<file path="src/rtl/fifo_burst_reader_if.sv">
// rtl/fifo_burst_reader_if.sv - FIFO read port and burst stream bundle for fifo_burst_reader
interface fifo_burst_reader_if #(
  parameter int DATA_WIDTH = 8,
  parameter int FIFO_SIZE  = 8
);
  localparam int CW = $clog2(FIFO_SIZE) + 1;

  logic                  fifo_rd_en;
  logic [DATA_WIDTH-1:0] fifo_data;
  logic                  fifo_empty;
  logic [CW-1:0]         fifo_count;
  logic                  m_valid;
  logic                  m_ready;
  logic [DATA_WIDTH-1:0] m_data;
  logic                  m_last;

  modport master (
    output fifo_rd_en, m_valid, m_data, m_last,
    input  fifo_data, fifo_empty, fifo_count, m_ready
  );

  modport slave (
    input  fifo_rd_en, m_valid, m_data, m_last,
    output fifo_data, fifo_empty, fifo_count, m_ready
  );
endinterface

</file>
<file path="src/rtl/fifo_burst_reader.sv">
// rtl/fifo_burst_reader.sv - drains sync_fifo into valid/ready bursts with full-length and timeout starts
module fifo_burst_reader #(
  parameter int DATA_WIDTH = 8,
  parameter int FIFO_SIZE  = 8,
  parameter int BURST_LEN  = 4,
  parameter int TIMEOUT    = 16
) (
  input  logic                clk,
  input  logic                reset,
  input  logic                enable,
  fifo_burst_reader_if.master bus,
  output logic                busy
);
  localparam int CW = $clog2(FIFO_SIZE) + 1;
  localparam int TW = $clog2(TIMEOUT + 1);
  localparam logic [CW-1:0] BURST_LEN_C = CW'(BURST_LEN);
  localparam logic [TW-1:0] TIMEOUT_C   = TW'(TIMEOUT);

  typedef enum logic {IDLE, BURST} state_t;

  state_t                state, state_nxt;
  logic [TW-1:0]         timer, timer_nxt;
  logic [CW-1:0]         pop_left, pop_left_nxt;
  logic [CW-1:0]         beat_left, beat_left_nxt;
  logic                  inflight;
  logic [1:0]            buf_cnt, buf_cnt_nxt;
  logic [DATA_WIDTH-1:0] ob [3];
  logic [DATA_WIDTH-1:0] ob_nxt [3];
  logic                  rd_en;
  logic                  accept;
  logic [1:0]            wr_idx;

  // Pops are throttled by buffer room only, so m_ready never reaches fifo_rd_en combinationally
  assign rd_en  = (state == BURST) && (pop_left != '0) && !bus.fifo_empty &&
                  (({1'b0, buf_cnt} + {2'b00, inflight}) < 3'd3);
  assign accept = (buf_cnt != 2'd0) && bus.m_ready;

  always_comb begin
    state_nxt     = state;
    timer_nxt     = '0;
    pop_left_nxt  = pop_left;
    beat_left_nxt = beat_left;
    case (state)
      IDLE: begin
        if (enable && (bus.fifo_count >= BURST_LEN_C)) begin
          state_nxt     = BURST;
          pop_left_nxt  = BURST_LEN_C;
          beat_left_nxt = BURST_LEN_C;
        end else if (enable && (bus.fifo_count != '0) && (timer == TIMEOUT_C)) begin
          state_nxt     = BURST;
          pop_left_nxt  = bus.fifo_count;
          beat_left_nxt = bus.fifo_count;
        end else if (enable && (bus.fifo_count != '0)) begin
          timer_nxt = timer + TW'(1);
        end
      end
      BURST: begin
        if (rd_en) pop_left_nxt = pop_left - CW'(1);
        if (accept) begin
          beat_left_nxt = beat_left - CW'(1);
          if (beat_left == CW'(1)) state_nxt = IDLE;
        end
      end
      default: state_nxt = IDLE;
    endcase
  end

  // Head-shifting buffer: a returning word lands just behind whatever survives this cycle's accept
  always_comb begin
    for (int i = 0; i < 3; i++) ob_nxt[i] = ob[i];
    if (accept) begin
      ob_nxt[0] = ob[1];
      ob_nxt[1] = ob[2];
    end
    wr_idx = accept ? (buf_cnt - 2'd1) : buf_cnt;
    if (inflight) begin
      case (wr_idx)
        2'd0:    ob_nxt[0] = bus.fifo_data;
        2'd1:    ob_nxt[1] = bus.fifo_data;
        2'd2:    ob_nxt[2] = bus.fifo_data;
        default: ;
      endcase
    end
    buf_cnt_nxt = buf_cnt + {1'b0, inflight} - {1'b0, accept};
  end

  always_ff @(posedge clk or posedge reset) begin
    if (reset) begin
      state     <= IDLE;
      timer     <= '0;
      pop_left  <= '0;
      beat_left <= '0;
      inflight  <= 1'b0;
      buf_cnt   <= '0;
      for (int i = 0; i < 3; i++) ob[i] <= '0;
    end else begin
      state     <= state_nxt;
      timer     <= timer_nxt;
      pop_left  <= pop_left_nxt;
      beat_left <= beat_left_nxt;
      inflight  <= rd_en;
      buf_cnt   <= buf_cnt_nxt;
      for (int i = 0; i < 3; i++) ob[i] <= ob_nxt[i];
    end
  end

  assign bus.fifo_rd_en = rd_en;
  assign bus.m_valid    = (buf_cnt != 2'd0);
  assign bus.m_data     = ob[0];
  assign bus.m_last     = (buf_cnt != 2'd0) && (beat_left == CW'(1));
  assign busy           = (state == BURST);
endmodule

</file>
<file path="src/flat_wrapper.sv">
// flat-port wrapper written by rule: the top's interface ports become plain ports
module fifo_burst_reader_flat 
#(
  parameter int DATA_WIDTH = 8,
  parameter int FIFO_SIZE  = 8,
  parameter int BURST_LEN  = 4,
  parameter int TIMEOUT    = 16
)
  (clk, reset, enable, busy, bus_fifo_rd_en, bus_m_valid, bus_m_data, bus_m_last, bus_fifo_data, bus_fifo_empty, bus_fifo_count, bus_m_ready);
  fifo_burst_reader_if #(.DATA_WIDTH(DATA_WIDTH), .FIFO_SIZE(FIFO_SIZE)) bus_i ();
  input  logic clk;
  input  logic reset;
  input  logic enable;
  output logic busy;
  output wire logic [$bits(bus_i.fifo_rd_en)-1:0] bus_fifo_rd_en;
  output wire logic [$bits(bus_i.m_valid)-1:0] bus_m_valid;
  output wire logic [$bits(bus_i.m_data)-1:0] bus_m_data;
  output wire logic [$bits(bus_i.m_last)-1:0] bus_m_last;
  input wire logic [$bits(bus_i.fifo_data)-1:0] bus_fifo_data;
  input wire logic [$bits(bus_i.fifo_empty)-1:0] bus_fifo_empty;
  input wire logic [$bits(bus_i.fifo_count)-1:0] bus_fifo_count;
  input wire logic [$bits(bus_i.m_ready)-1:0] bus_m_ready;
  assign bus_fifo_rd_en = bus_i.fifo_rd_en;
  assign bus_m_valid = bus_i.m_valid;
  assign bus_m_data = bus_i.m_data;
  assign bus_m_last = bus_i.m_last;
  assign bus_i.fifo_data = bus_fifo_data;
  assign bus_i.fifo_empty = bus_fifo_empty;
  assign bus_i.fifo_count = bus_fifo_count;
  assign bus_i.m_ready = bus_m_ready;
  fifo_burst_reader #(.DATA_WIDTH(DATA_WIDTH), .FIFO_SIZE(FIFO_SIZE), .BURST_LEN(BURST_LEN), .TIMEOUT(TIMEOUT)) u_core (.clk(clk), .reset(reset), .enable(enable), .bus(bus_i), .busy(busy));
endmodule
</file>
<file path="config.mk">
export PLATFORM = sky130hd
export DESIGN_NAME = fifo_burst_reader_flat
export DESIGN_NICKNAME = d
export VERILOG_FILES = /design/src/rtl/fifo_burst_reader_if.sv /design/src/rtl/fifo_burst_reader.sv /design/src/flat_wrapper.sv
export SDC_FILE = /design/constraint.sdc
export NUM_CORES = 1
export LEC_CHECK = 0
export CAP_MARGIN = 20
export CORE_ASPECT_RATIO = 0.6
export CORE_MARGIN = 2
export CORE_UTILIZATION = 50
export CTS_BUF_LIST = sky130_fd_sc_hd__clkbuf_8
export DETAILED_ROUTE_END_ITERATION = 8
export PLACE_DENSITY = 0.76
export SLEW_MARGIN = 40
export SYNTH_ARGS = -nofsm -noshare
export SYNTH_HDL_FRONTEND = slang
export SYNTH_SLANG_ARGS = --single-unit
</file>
<file path="constraint.sdc">
create_clock -name clk -period 2.4 [get_ports clk]
set_clock_uncertainty 0.2 [all_clocks]
set_input_delay 0.36 -clock clk [delete_from_list [all_inputs] [get_ports clk]]
set_output_delay 0.36 -clock clk [all_outputs]
set_load 0.01 [all_outputs]
</file>
# Yosys cells after proc, flatten, opt, wreduce, memory -nomap -nowiden
# Cells that the tools add are included.
# totals
regBits,41
input_bits,17
out_inout_bits,12
wordCells,63
# op_classes
add_sub_neg,7
order_cmp,2
n_eq_ne,7
mux,21
bitwise,1
n_reduce_logical,16
# ops
cell,count
24-bit two-way mux,1
8-bit two-way mux,3
5-bit two-way mux,4
16-bit two-way mux,1
4-bit two-way mux,4
4-bit one-hot mux with 2 select lines,2
1-bit logical AND,8
4-bit nonzero test,2
"4-bit by 1-bit subtractor with 4-bit output, second input constant",2
2-bit AND reduction,3
"5-bit by 1-bit adder with 5-bit output, second input constant",1
"5-bit == test, second input constant",1
"4-bit by 1-bit == test with 1-bit output, second input constant",1
"4-bit by 3-bit >= comparator with 1-bit output, second input constant",1
1-bit two-way mux,4
"2-bit != test, second input constant",2
2-bit by 1-bit adder with 3-bit output,1
"3-bit by 2-bit < comparator with 1-bit output, second input constant",1
"3-bit by 1-bit != test with 1-bit output, second input constant",1
2-bit by 1-bit adder with 2-bit output,1
"2-bit by 1-bit == test with 1-bit output, second input constant",1
"2-bit == test, second input constant",1
2-bit logical NOT,1
2-bit two-way mux,1
6 further kinds,6

# Logic depth before layout (Yosys ltp)
# Gate-level depths: netlist of run 1.
# logic_depth
ltp_word,6
mapped_depth,8
depth_no_buf,7

# Worst setup path before layout of run 1
# Ideal clock, no wire load.
# synth_path
kind,register to register
from,register u_core.buf_cnt[0]
to,register u_core.pop_left[3]
arrival_ns,1.902
required_ns,2.079
setup_slack_ns,0.177
path_stages_with_launch,7
path_buffers,0
period_less_slack_ns,2.223
path_cell_list,dfrtp_1 ha_1 ha_1 a211o_1 nor4_1 mux2_2 a22o_1
# synth_via
elab_chain_cells,5
# synth_lines
element,line_no,source
from (decl),fifo_burst_reader.sv:26,"logic [1:0] buf_cnt, buf_cnt_nxt;"
from (signal assigned),fifo_burst_reader.sv:102,buf_cnt <= buf_cnt_nxt;
2-bit by 1-bit adder with 3-bit output,fifo_burst_reader.sv:35,"(({1'b0, buf_cnt} + {2'b00, inflight}) < 3'd3);"
3-bit by 2-bit < comparator with 1-bit output,fifo_burst_reader.sv:35,
1-bit logical AND,fifo_burst_reader.sv:34,assign rd_en = (state == BURST) && (pop_left != '0) && !bus.fifo_empty &&
2-bit != test (no source line),n/a,
2-bit AND reduction (no source line),n/a,
to (signal assigned),fifo_burst_reader.sv:99,pop_left <= pop_left_nxt;
to (decl),fifo_burst_reader.sv:23,"logic [CW-1:0] pop_left, pop_left_nxt;"
# Every way passes these cells.
# A chain may end at the register's enable or synchronous reset.

# Final worst setup path of run 1
# layout_path
from,register u_core.buf_cnt[0]
to,output port bus_fifo_rd_en
# layout_via
elab_chain_cells,3
# layout_lines
element,line_no,source
2-bit by 1-bit adder with 3-bit output,fifo_burst_reader.sv:35,
3-bit by 2-bit < comparator with 1-bit output,fifo_burst_reader.sv:35,
1-bit logical AND,fifo_burst_reader.sv:34,
to (decl),flat_wrapper.sv:15,output wire logic [$bits(bus_i.fifo_rd_en)-1:0] bus_fifo_rd_en;
# Every way passes these cells.

==> impl_metrics.py, run 1 <==
metrics = {
    "setup_path": {
        "crit_path_top_delay_cell": "dfrtp_1",
        "crit_fanout": 2,
        "end_kind": "output port",
        "critPathMaxStageDelay_ns": 0.39,
        "rrSetupSlack_ns": 0.09,
        "cp.arrival_ns": 1.85,
        "reg2reg_depth": 8,
        "start_kind": "flip-flop",
        "timing.rr.start": "u_core.buf_cnt[1]",
        "required_ns": 1.84,
        "r2r-end": "u_core.ob[9]",
        "crit_chain": "ha_2, ha_4, a211oi_4, o21a_1, and2_4, buf_6",
        "worstSetupPathType": "flip-flop to output port",
    },
    "sta": {
        "fin_tns_setup_ns": -0.00948,
        "period_minus_slack_ns": 2.41,
        "tightest_slew_ns": 0.575,
        "setup_ws_ns": -0.00948,
        "drv_slew": 0,
        "max_freq_mhz": 415,
        "setup_violations": 1,
        "hold_violations": 0,
        "slew_headroom": 0.614,
        "whs_ns": 0.279,
        "rsz0062_at_grt": "yes",
        "final.period_utilization": 1.00,
    },
    "placed_design": {
        "io_buffers": 28,
        "hpwl_mm": 3.26,
        "gp_congestion": 0.770,
        "place_ws_ns": -0.226,
    },
    "floorplanning": {
        "start_util": 0.516,
        "fp.coreArea_um2": 4520,
        "die_h_um": 56.9,
        "std_cell_rows": 19,
        "dieArea_um2": 5240,
        "pin_count": 29,
        "chipWidth_um": 92.1,
    },
    "global_route": {
        "grt_use_total": 0.204,
        "antenna_found_initial": 0,
        "grt_max_degree": 42,
        "grt_pass1_vias": 1778,
        "grt_overflow_total": 0,
        "grt_pass1_wl_mm": 8.30,
    },
    "logic_synthesis": {
        "yosysUniqueCellTypes": 45,
        "synth_common_cells": "52 x nand2_1, 41 x dfrtp_1, 24 x mux2_2",
        "yosysMostFrequentCell": "nand2_1",
        "synth.ff_latch_count": 41,
        "synthArstFlopShare": 1.00,
        "synth_top_area_cell": "dfrtp_1",
        "muxShareOfSynthArea": 0.121,
        "synth_simple_gate_area_frac": 0.177,
        "synthAdderAreaFrac": 0.0483,
        "synth_compound_area_frac": 0.122,
        "synth_enable_flop_cells": 0,
        "syn-cell-area_um2": 2330,
        "syn-num-nets": 249,
        "netlist.area_leader.share": 0.440,
        "synth_ff_type": "dfrtp_1",
        "netlist_top_cells_area": "dfrtp_1 44%, mux2_2 12%, nand2_1 8.4%, ha_1 4.8%, buf_4 3.2%",
        "ys_seq_area_frac": 0.440,
        "yosys_warnings": 0,
        "synth_top_family_by_area": "simple AND/OR/NAND/NOR gates",
        "syn_avg_cell_area_um2": 10.4,
        "syn_inst": 223,
        "synth_xor_area_frac": 0.0263,
    },
    "clock_network": {
        "cts.sinks": 41,
        "ctsLongestPathBuffers": 2,
        "cts_tree": "built",
        "clk_latency_ns": 0.30,
        "root_buffer": "clkbuf_8",
        "cts-hold-fix-buffers": 0,
        "htreeDepth": 2,
        "path_clk_slew_ns": 0.08,
        "cts_made_buffers": 5,
    },
    "power": {
        "irDropWorstVdd_mv": 0.467,
        "power_w": 0.00361,
        "powerDensity_nw_per_um2": 1240,
        "p_leak_nw": 1.34,
    },
    "run_status": {
        "failed_checks": "negative setup slack",
        "status": "complete, but fails checks",
    },
    "final_layout": {
        "layout-drive-gt1-share": 0.291,
        "fin_nets": 287,
        "diodes": 0,
        "syn_to_final_growth_pct": 24.8,
        "multi_input_area_um2": 1230,
        "final.fill_count": 364,
        "seqCellArea_um2": 1030,
    },
    "detailed_routing": {
        "drt_wl_total_mm": 4.77,
        "wire_per_inst_um": 14.7,
        "ant_nets": 0,
        "first_pass_iters": 5,
        "drc_errors": 0,
        "drt_iter0_drc": 87,
        "avgViaCountPerCell": 5.23,
        "num_vias": 1693,
    },
    "worst_hold_path": {
        "hold_path_class": "primary input to asynchronous set/reset pin",
    },
    "job": {
        "max_cap_viol_count": 0,
    },
}
-- power by group --
group / switching (W) / total [W] / internal (W)
clock: 0.000247 / 0.000550 / 0.000303
sequential: 0.000193 / 0.00117 / 0.000981
combinational: 0.000851 / 0.00188 / 0.00103
total: 0.00129 / 0.00361 / 0.00231
-- per-layer routing --
metal	track usage	wire (µm)	up-vias
met1	0.278	2320	830
met3	0.0416	139	9
met5	0	0	-
li1	-	-	823
met2	0.324	2230	31
met4	0.0810	70	0
-- through the flow --
stage | std cells | cell area (µm²) | util
after detailed placement | 311 | 2680 | 0.593
after CTS | 325 | 2890 | 0.639
after floorplan | 223 | 2330 | -
after global placement | 311 | 2680 | 0.593
final | 324 | 2910 | 0.644
after global routing | 324 | 2910 | 0.644
-- worst max path at each step --
stage	cells past startpoint	to	slack (ns)	from
3_3_place_gp	6	bus_fifo_rd_en	-0.18	u_core.buf_cnt[0]
6_report	6	bus_fifo_rd_en	-0.009	u_core.buf_cnt[0]
5_1_grt	6	bus_fifo_rd_en	-0.08	u_core.buf_cnt[0]
3_5_place_dp	6	bus_fifo_rd_en	-0.23	u_core.buf_cnt[0]
4_1_cts	6	bus_fifo_rd_en	-0.08	u_core.inflight
2_1_floorplan	6	u_core.pop_left[3]	0.18	u_core.buf_cnt[0]
-- worst max-delay path, delay by kind of cell, from the launching register on --
kind,cells,cell delay (ns)
adder cells (fa/ha/maj),2,0.45
AO/OA/AOI/OAI,2,0.45
buffers and inverters,1,0.09
flip-flops,1,0.39
AND/OR/NAND/NOR,1,0.16
-- cell families after synthesis --
kind of cell,Yosys count
flip-flops,41
AO/OA/AOI/OAI,32
buffers and inverters,29
XOR/XNOR,7
multiplexers,25
AND/OR/NAND/NOR,80
adder cells (fa/ha/maj),9
-- state kept, by name, summed over array words and instances, names as in the netlist --
signal / cells
u_core.beat_left: 4
u_core.buf_cnt: 2
u_core.bus.m_data: 8
u_core.busy: 1
u_core.inflight: 1
u_core.ob: 16
u_core.pop_left: 4
u_core.timer: 5
-- cell usage in the layout (no fill, tap or decap), drive strengths merged, types with 4 or more instances in the layout --
master         netlist  final
o21ai                6      6
nor3                 4      4
buf                 14     19
ha                   9      9
a21oi                4      4
nor2                 7      7
xnor2                4      4
nand2               52     52
inv                 14     14
mux2                25     25
dfrtp               41     41
clkdlybuf4s50        0     25
clkbuf               1      5
-- repair_timing --
item / in CTS / in global routing
gates resized for setup: 13 / 10
buffers inserted: 7 / 2
endpoints found under the setup margin: 3 / 5
pin swaps: 7 / 5
-- area by class of cell --
class	instances	share of cell area
Clock buffer	5	0.0237
Clock inverter	2	0.0120
Inverter	14	0.0181
Multi-Input combinational cell	153	0.424
Sequential cell	41	0.353
Tap cell	63	0.0271
Timing Repair Buffer	46	0.142
Note: power is estimated with default switching activity, not from simulation.
==> run 2: changes to the inputs <==
--- a/config.mk
+++ b/config.mk
@@ -11,7 +11,7 @@
 export CORE_UTILIZATION = 50
 export CTS_BUF_LIST = sky130_fd_sc_hd__clkbuf_8
 export DETAILED_ROUTE_END_ITERATION = 8
-export PLACE_DENSITY = 0.76
+export PLACE_DENSITY = 0.73
 export SLEW_MARGIN = 40
 export SYNTH_ARGS = -nofsm -noshare
 export SYNTH_HDL_FRONTEND = slang
==> constraint.sdc (replaced) <==
create_clock -name clk -period 2.35 [get_ports clk]
set_clock_uncertainty 0.2 [all_clocks]
set_input_delay 0.3525 -clock clk [delete_from_list [all_inputs] [get_ports clk]]
set_output_delay 0.3525 -clock clk [all_outputs]
set_load 0.01 [all_outputs]
==> run 2 against run 1 <==
  * Count of clock-buffer cells in the layout did not move
  * The flow now finishes without violations
  * Global-route usage down 1.7 points
  * Total power decreased by 0.37%
  * Highest routed layer unchanged
  * Die area is the same
  * Critical endpoint unchanged
  * Clock power down 1%
  * Largest cell class unchanged
  * Cell count up 0.93%
  * Core utilization up 0.17 points
  * Final area is 0.26% higher
==> impl_metrics.py, run 2 (synthesis results as in run 1) <==
metrics = {
    "run_status": {
        "status": "completed",
    },
    "final_layout": {
        "mostFrequentLayoutCell": "nand2_1",
        "final_cell_mix": "52 x nand2_1, 41 x dfrtp_1, 25 x clkdlybuf4s50_1, 24 x mux2_2, 19 x buf_4",
        "top_register": "u_core.ob",
        "fin_nets": 290,
        "final.fill_count": 358,
        "diodes": 0,
        "final_util": 0.645,
        "seqCellArea_um2": 1030,
        "multi_input_area_um2": 1200,
        "syn_to_final_growth_pct": 25.1,
        "largest_reg_flops": 16,
        "layoutNonFillerInstCount": 327,
        "layout-drive-gt1-share": 0.284,
    },
    "sta": {
        "hold_violations": 0,
        "tightest_slew_ns": 0.518,
        "whs_ns": 0.284,
        "slew_headroom": 0.655,
        "max_freq_mhz": 434,
        "fin_tns_setup_ns": 0,
        "drv_slew": 0,
        "setup_violations": 0,
        "period_minus_slack_ns": 2.31,
        "rsz0062_at_grt": "yes",
        "final.period_utilization": 0.981,
    },
    "global_route": {
        "grt_max_degree": 42,
        "grt_overflow_total": 0,
        "grt_pass1_wl_mm": 7.60,
        "grt_pass1_vias": 1646,
        "antenna_found_initial": 0,
        "grt_use_total": 0.187,
    },
    "detailed_routing": {
        "drt_iter0_drc": 62,
        "wire_per_inst_um": 13.2,
        "avgViaCountPerCell": 5.09,
        "drc_errors": 0,
        "drt_wl_total_mm": 4.31,
        "num_vias": 1663,
        "ant_nets": 0,
        "first_pass_iters": 4,
    },
    "clock_network": {
        "ctsLongestPathBuffers": 2,
        "cts_made_buffers": 5,
        "htreeDepth": 2,
        "cts_tree": "built",
        "cts.sinks": 41,
        "path_clk_slew_ns": 0.07,
        "root_buffer": "clkbuf_8",
        "clk_latency_ns": 0.29,
    },
    "floorplanning": {
        "pin_count": 29,
        "fp.coreArea_um2": 4520,
        "std_cell_rows": 19,
        "chipWidth_um": 92.1,
        "dieArea_um2": 5240,
        "die_h_um": 56.9,
        "start_util": 0.516,
    },
    "setup_path": {
        "cp.arrival_ns": 1.75,
        "crit_chain": "ha_2, ha_4, a211oi_4, o21a_1, and2_4, buf_2",
        "worstSetupPathType": "flip-flop to output port",
        "required_ns": 1.80,
        "critPathMaxStageDelay_ns": 0.39,
        "rrSetupSlack_ns": 0.09,
        "start_kind": "flip-flop",
        "crit_fanout": 2,
        "crit_path_top_delay_cell": "dfrtp_1",
        "end_kind": "output port",
    },
    "worst_hold_path": {
        "hold_path_class": "primary input to asynchronous set/reset pin",
    },
    "power": {
        "power_w": 0.00359,
        "powerDensity_nw_per_um2": 1230,
        "irDropWorstVdd_mv": 0.472,
        "p_leak_nw": 1.36,
    },
    "job": {
        "max_cap_viol_count": 0,
    },
    "placed_design": {
        "dp_cells": 313,
        "gp_congestion": 0.800,
        "io_buffers": 28,
        "hpwl_mm": 3.01,
    },
}
[run 2: cell count changes in the layout (fill, tap and decap cells not counted), sizes merged]
cell,previous run,this run
buf,19,22
[run 2: layout make-up]
| class | count | area share |
|---|---|---|
| Sequential cell | 41 | 0.352 |
| Timing Repair Buffer | 49 | 0.155 |
| Clock inverter | 2 | 0.0120 |
| Multi-Input combinational cell | 153 | 0.413 |
| Inverter | 14 | 0.0180 |
| Tap cell | 63 | 0.0270 |
| Clock buffer | 5 | 0.0236 |
[run 2: path summary, 6_finish.rpt]
check                                start                   to  cells past startpoint
hold reg to reg            u_core.timer[0]      u_core.timer[0]                      1
setup reg to reg           u_core.inflight   u_core.pop_left[1]                     12
hold / removal                       reset      u_core.timer[4]                      3
min in group clk           u_core.timer[0]      u_core.timer[0]                      1
setup / recovery           u_core.inflight       bus_fifo_rd_en                      6
max in group asynchronous            reset  u_core.beat_left[1]                      3
[run 2: worst max-delay path: cells and delay by family (launching register included)]
kind,cells,cell delay [ns]
and+or+nand+nor,1,0.14
DFF,1,0.39
buffers and inverters,1,0.12
AOI/OAI and AO/OA,2,0.40
adders and majority gates,2,0.41
[run 2: through the flow]
stage / instance area, µm² / worst slack (ns)
2_1_floorplan: 2330 / 0.127
3_3_place_gp: 2700 / -0.229
3_5_place_dp: 2700 / -0.266
4_1_cts: 2860 / 0.0285
5_1_grt: 2920 / -0.0436
6_report: 2920 / 0.0450
[run 2: what timing repair did]
action                                  4_1_cts  5_1_grt
hold buffers                                  0        0
endpoints found under the setup margin        3        9
pin swaps                                     1        3
gates resized for setup                      10        8
cloned                                        0        0
buffers inserted                              6        1
[run 2: report_power, final]
part	leakage, nW	internal [W]	total [W]	switching [W]
combinational	0.800	0.00104	0.00186	0.000822
sequential	0.502	0.00100	0.00119	0.000184
clock	0.0540	0.000309	0.000544	0.000235
[run 2: routing by layer]
layer,global-route usage,vias up,share of wire
li1,-,830,-
met1,0.277,809,0.53
met2,0.272,19,0.43
met3,0.0389,5,0.026
met4,0.0640,0,0.012
met5,0,-,0
